**src/rtl/map_pkg.sv**
```systemverilog
// Shared types and constants for the map-lookup path between the DDA engines
// and the map BROM.
package map_pkg;

   localparam int MAP_N       = 24;
   localparam int MAP_ADDR_W  = $clog2(MAP_N * MAP_N);
   localparam int CLIENT_ID_W = 3;

   typedef logic [3:0] map_cell_t;

   // Out-of-range lookups read as solid wall.
   localparam map_cell_t OOB_DATA = 4'd1;

   typedef struct packed {
      logic                   valid;
      logic [CLIENT_ID_W-1:0] client_id;
      logic                   oob;
   } map_tag_t;

endpackage

```
**src/rtl/map_request_server_rr_arbiter.sv**
```systemverilog
// Round-robin arbiter: one-hot grant plus index among eligible requesters,
// search starts at the client after the most recently granted one.
module rr_arbiter #(
   parameter  int NUM_CLIENTS = 4,
   localparam int IDX_W       = (NUM_CLIENTS > 1) ? $clog2(NUM_CLIENTS) : 1
) (
   input  logic                   pixel_clk_in,
   input  logic                   rst_in,
   input  logic [NUM_CLIENTS-1:0] eligible,
   output logic [NUM_CLIENTS-1:0] grant,
   output logic [IDX_W-1:0]       grant_idx,
   output logic                   grant_valid
);

   logic [IDX_W-1:0] rr_ptr_reg;
   logic [IDX_W-1:0] rr_ptr_next;

   always_comb begin
      int idx;
      idx         = 0;
      grant       = '0;
      grant_idx   = '0;
      grant_valid = 1'b0;
      for (int i = 0; i < NUM_CLIENTS; i++) begin
         idx = int'(rr_ptr_reg) + i;
         if (idx >= NUM_CLIENTS) begin
            idx = idx - NUM_CLIENTS;
         end
         if (!grant_valid && eligible[idx]) begin
            grant_valid = 1'b1;
            grant_idx   = IDX_W'(idx);
            grant[idx]  = 1'b1;
         end
      end
   end

   always_comb begin
      rr_ptr_next = rr_ptr_reg;
      if (grant_valid) begin
         rr_ptr_next = (int'(grant_idx) == NUM_CLIENTS - 1) ? '0 : grant_idx + 1'b1;
      end
   end

   always_ff @(posedge pixel_clk_in) begin
      if (rst_in) begin
         rr_ptr_reg <= '0;
      end else begin
         rr_ptr_reg <= rr_ptr_next;
      end
   end

endmodule

```
**src/rtl/map_request_server.sv**
```systemverilog
// Shares one map BRAM read port among several DDA engines: round-robin issue,
// fixed-latency tagged return with a one-hot valid strobe per engine.
module map_request_server
   import map_pkg::*;
#(
   parameter  int        NUM_CLIENTS  = 4,
   parameter  int        N            = MAP_N,
   parameter  int        BRAM_LATENCY = 2,
   parameter  map_cell_t OOB_DATA     = map_pkg::OOB_DATA,
   localparam int        ADDR_W       = $clog2(N * N)
) (
   input  logic                               pixel_clk_in,
   input  logic                               rst_in,
   input  logic [NUM_CLIENTS-1:0]             map_request_in,
   input  logic [NUM_CLIENTS-1:0][ADDR_W-1:0] map_addra_in,
   output map_cell_t                          map_data_out,
   output logic [NUM_CLIENTS-1:0]             map_data_valid_out,
   output logic [ADDR_W-1:0]                  bram_addr_out,
   input  map_cell_t                          bram_data_in
);

   localparam int IDX_W  = (NUM_CLIENTS > 1) ? $clog2(NUM_CLIENTS) : 1;
   localparam int PIPE_D = BRAM_LATENCY + 1;

   logic [NUM_CLIENTS-1:0] pending_reg;
   logic [NUM_CLIENTS-1:0] valid_d_reg;
   logic [NUM_CLIENTS-1:0] eligible;
   logic [NUM_CLIENTS-1:0] grant;
   logic [NUM_CLIENTS-1:0] ret_onehot;
   logic [NUM_CLIENTS-1:0] map_data_valid_reg;
   logic [IDX_W-1:0]       grant_idx;
   logic                   grant_valid;
   logic [ADDR_W-1:0]      sel_addr;
   logic [ADDR_W-1:0]      bram_addr_reg;
   logic                   sel_oob;
   map_cell_t              map_data_reg;
   map_tag_t               tag_in;
   map_tag_t               tag_out;
   map_tag_t               tag_pipe_reg [PIPE_D];

   // pending stays set through the cycle after valid, hiding the stale held request.
   for (genvar gi = 0; gi < NUM_CLIENTS; gi++) begin : g_client
      assign eligible[gi]   = map_request_in[gi] & ~pending_reg[gi];
      assign ret_onehot[gi] = tag_out.valid && (tag_out.client_id == CLIENT_ID_W'(gi));
   end

   rr_arbiter #(
      .NUM_CLIENTS (NUM_CLIENTS)
   ) u_rr_arbiter (
      .pixel_clk_in (pixel_clk_in),
      .rst_in       (rst_in),
      .eligible     (eligible),
      .grant        (grant),
      .grant_idx    (grant_idx),
      .grant_valid  (grant_valid)
   );

   assign sel_addr = map_addra_in[grant_idx];
   assign sel_oob  = int'(sel_addr) >= N * N;
   assign tag_in   = '{valid: grant_valid, client_id: CLIENT_ID_W'(grant_idx), oob: sel_oob & grant_valid};
   assign tag_out  = tag_pipe_reg[PIPE_D-1];

   always_ff @(posedge pixel_clk_in) begin
      if (rst_in) begin
         pending_reg        <= '0;
         valid_d_reg        <= '0;
         bram_addr_reg      <= '0;
         map_data_reg       <= '0;
         map_data_valid_reg <= '0;
         for (int i = 0; i < PIPE_D; i++) begin
            tag_pipe_reg[i] <= '0;
         end
      end else begin
         pending_reg        <= (pending_reg & ~valid_d_reg) | grant;
         valid_d_reg        <= map_data_valid_reg;
         map_data_valid_reg <= ret_onehot;
         if (grant_valid) begin
            bram_addr_reg <= sel_oob ? '0 : sel_addr;
         end
         tag_pipe_reg[0] <= tag_in;
         for (int i = 1; i < PIPE_D; i++) begin
            tag_pipe_reg[i] <= tag_pipe_reg[i-1];
         end
         if (tag_out.valid) begin
            map_data_reg <= tag_out.oob ? OOB_DATA : bram_data_in;
         end
      end
   end

   assign map_data_out       = map_data_reg;
   assign map_data_valid_out = map_data_valid_reg;
   assign bram_addr_out      = bram_addr_reg;

endmodule

```
**config.mk**
```make
export PLATFORM = sky130hd
export DESIGN_NAME = map_request_server
export DESIGN_NICKNAME = d
export VERILOG_FILES = /design/src/rtl/map_pkg.sv /design/src/rtl/map_request_server_rr_arbiter.sv /design/src/rtl/map_request_server.sv
export SDC_FILE = /design/constraint.sdc
export NUM_CORES = 1
export LEC_CHECK = 0
export CORE_UTILIZATION = 35
export DETAILED_ROUTE_END_ITERATION = 8
export GPL_TIMING_DRIVEN = 0
export PLACE_DENSITY = 0.6
export SLEW_MARGIN = 40
export SYNTH_ARGS = -nofsm -noshare
export SYNTH_HDL_FRONTEND = slang
export SYNTH_SLANG_ARGS = --single-unit
```
**constraint.sdc**
```tcl
create_clock -name pixel_clk_in -period 4.1 [get_ports pixel_clk_in]
set_input_delay 0.615 -clock pixel_clk_in [delete_from_list [all_inputs] [get_ports pixel_clk_in]]
set_output_delay 0.615 -clock pixel_clk_in [all_outputs]
set_load 0.01 [all_outputs]
```
==> results.sh <==
export IMPL_critical_path_class="reg -> reg"
export IMPL_start_util_pct=36.5
export IMPL_worst_pin_slew_ns=0.769
export IMPL_critPathLaunch="u_rr_arbiter.rr_ptr_reg[1]"
export IMPL_async_flop_share_pct=0
export IMPL_nNetsFinal=381
export IMPL_cp_max_fo=10
export IMPL_cts_buffers=5
export IMPL_cts_repair_resized=0
export IMPL_cts_tree="built"
export IMPL_power_leakage_nw=1.18
export IMPL_portBuffers=67
export IMPL_synth_seq_area_share_pct=37.1
export IMPL_slew_headroom_pct=48.3
export IMPL_synth_edf_count=0
export IMPL_grt_pass1_vias=1948
export IMPL_wire_per_inst_um=14.0
export IMPL_area_growth_pct=40.2
export IMPL_die_h_um=80.5
export IMPL_cts_root_buf="clkbuf_8"
export IMPL_die_w_um=80.5
export IMPL_cp_required_ns=4.32
export IMPL_layout_drive_gt1_share_pct=8.98
export IMPL_worst_setup_path_end_kind="register"
export IMPL_crit_path_cell_trace="inv_1 -> ha_1 -> or4b_1 -> nor4_1 -> a31oi_1 -> nand2_2 -> o31ai_4 -> buf_6 -> and3_4 -> a311oi_4 -> nand3_1 -> o21ai_1"
export IMPL_track_usage_pct=18.4
export IMPL_hold_start="tag_pipe_reg[0][9]"
export IMPL_wl_um=5570
export IMPL_path_clk_slew_ns=0.08
export IMPL_drc=0
export IMPL_grt_pass1_wl_um=9060
export IMPL_max_freq_ghz=0.308
export IMPL_dr_pass1_iters=4
export IMPL_clk_path_buf_depth=2
export IMPL_postSynthAreaPerCell_sq_um=8.74
export IMPL_syn_nets=306
export IMPL_cts_sinks=40
export IMPL_hold_viol=0
export IMPL_slowest_delay_ns=0.50
export IMPL_num_antenna_cells=0
export IMPL_via_per_inst=5.10
export IMPL_period_share_pct=79.1
export IMPL_rsz0062_at_grt="no"
export IMPL_cp_slowest_cell="or4b_1"
export IMPL_powerDensity_nw_per_um2=705
export IMPL_clk_latency_ns=0.29
export IMPL_antenna_found_initial=0
export IMPL_slew_viol_final=0
export IMPL_ys_seq_elements=40
export IMPL_cp_data_arrival_time_ns=3.47
export IMPL_layout_setup_ws_ns=0.858
export IMPL_ir_drop_v=0.000280
export IMPL_largest_reg_flops=12
export IMPL_synth_warnings=0
export IMPL_grt_max_degree=13
export IMPL_dp_hpwl_um=4240
export IMPL_hold_path_class="reg -> reg"
export IMPL_place_ws_ns=0.565
export IMPL_vias=2028
export IMPL_synthCells=247
export IMPL_maxCapViolCount=0
export IMPL_finalCriticalPeriod_ns=3.24
export IMPL_syn_area_sq_um=2160
export IMPL_r2r_start="u_rr_arbiter.rr_ptr_reg[1]"
export IMPL_finalSetupTns_ns=0
export IMPL_rows=28
export IMPL_gp_congestion=0.819
export IMPL_die_area_sq_um=6480
export IMPL_status="finished, final reports clean"
export IMPL_synth_ff_type="dfxtp_1"
export IMPL_fp_coreArea_sq_um=5920
export IMPL_hold_buffers=0
export IMPL_synthDistinctLibCells=42
export IMPL_fin_skew_ns=0.00686
export IMPL_ant_nets=0
export IMPL_grt_ovfl_total=0
export IMPL_initialDrtViolationCount=75
export IMPL_critPathLaunchType="register"
export IMPL_ios=68
export IMPL_h_tree_depth=2
export IMPL_postCtsSetupBuffers=0
export IMPL_setup_viol=0
## cell usage after synthesis, drive strengths merged (2+ instances only)
library cell / count / area [sq um]
a31oi: 6 / 37.5
nor2b: 25 / 164
clkbuf: 7 / 26.3
nor4b: 2 / 32.5
nand4: 6 / 37.5
nor3: 4 / 20.0
nand3: 3 / 15.0
nand2: 42 / 160
mux4: 2 / 45.0
a311oi: 4 / 70.1
a311o: 6 / 60.1
nor2: 12 / 45.0
nor4: 5 / 37.5
and3: 11 / 78.8
a22oi: 11 / 82.6
o21ai: 8 / 51.3
buf: 6 / 47.5
a21oi: 19 / 95.1
inv: 5 / 18.8
ha: 9 / 113
dfxtp: 40 / 801
nand2b: 5 / 31.3
## power by group
part,total (mW),leakage (nW),switching (mW),internal [mW]
registers,0.523,0.327,0.0510,0.472
logic,1.35,0.803,0.779,0.569
clock network,0.262,0.0510,0.128,0.134
## area by class of cell
cell class / count / area [sq um]
Buffer: 13 / 73.8
Sequential cell: 40 / 801
Tap cell: 75 / 93.8
Inverter: 5 / 18.8
Timing Repair Buffer: 68 / 676
Clock inverter: 2 / 10.0
Clock buffer: 6 / 82.6
Fill cell: 607 / 2890
Multi-Input combinational cell: 189 / 1270
## per-layer routing
layer,track usage (%),part of all wire (%),vias up
li1,-,-,1041
met1,22.1,44,920
met2,30.8,48,55
met3,5.80,6.0,12
met4,6.25,1.8,0
met5,0,0,-
## through the flow
| step | total power [mW] | utilization [%] | std cells | area [sq um] | hold WS, ns |
|---|---|---|---|---|---|
| after global placement | 1.87 | 49.4 | 389 | 2920 | 0.420 |
| final | 2.13 | 51.1 | 398 | 3030 | 0.434 |
| after floorplan | 1.51 | - | 247 | 2160 | 0.414 |
| after detailed placement | 1.88 | 49.6 | 390 | 2930 | 0.422 |
| after CTS | 2.15 | 51.1 | 398 | 3030 | 0.437 |
| after global routing | 2.31 | 51.1 | 398 | 3030 | 0.460 |
## final timing paths
path | to | slack [ns] | cells after the start
max | bram_addr_out[9] | 0.86 | 12
min | tag_pipe_reg[0][14] | 0.43 | 1
max reg2reg | bram_addr_out[9] | 0.86 | 12
min reg2reg | tag_pipe_reg[0][14] | 0.43 | 1
## placed cells by master (no fill, tap or decap), types with 7 or more instances in the layout
cell,synthesis,final
a22oi_1,11,11
nor2b_1,24,24
ha_1,9,9
nand2_1,41,41
clkdlybuf4s50_1,0,67
dfxtp_1,40,40
and3_1,9,9
clkbuf_1,7,7
nor2_1,12,12
a21oi_1,19,19
## logic make-up (layout without fill, tap and decap cells)
kind of cell             count (synthesis)  in the layout  synth area share, %
adder cells (fa/ha/maj)                  9              9                 5.22
AND/OR/NAND/NOR                        119            119                 30.3
buffers and inverters                   18             94                 4.29
multiplexers                             3              3                 2.55
AO/OA/AOI/OAI                           58             58                 20.5
flip-flops                              40             40                 37.1
## critical path: cells and delay by family, from the launching register on
| kind | cells | cell delay [ns] |
|---|---|---|
| AOI/OAI and AO/OA | 4 | 0.75 |
| DFF | 1 | 0.48 |
| and+or+nand+nor | 5 | 1.18 |
| buffers and inverters | 2 | 0.34 |
| adders and majority gates | 1 | 0.41 |
No activity file was read; power rests on OpenSTA's default activity.
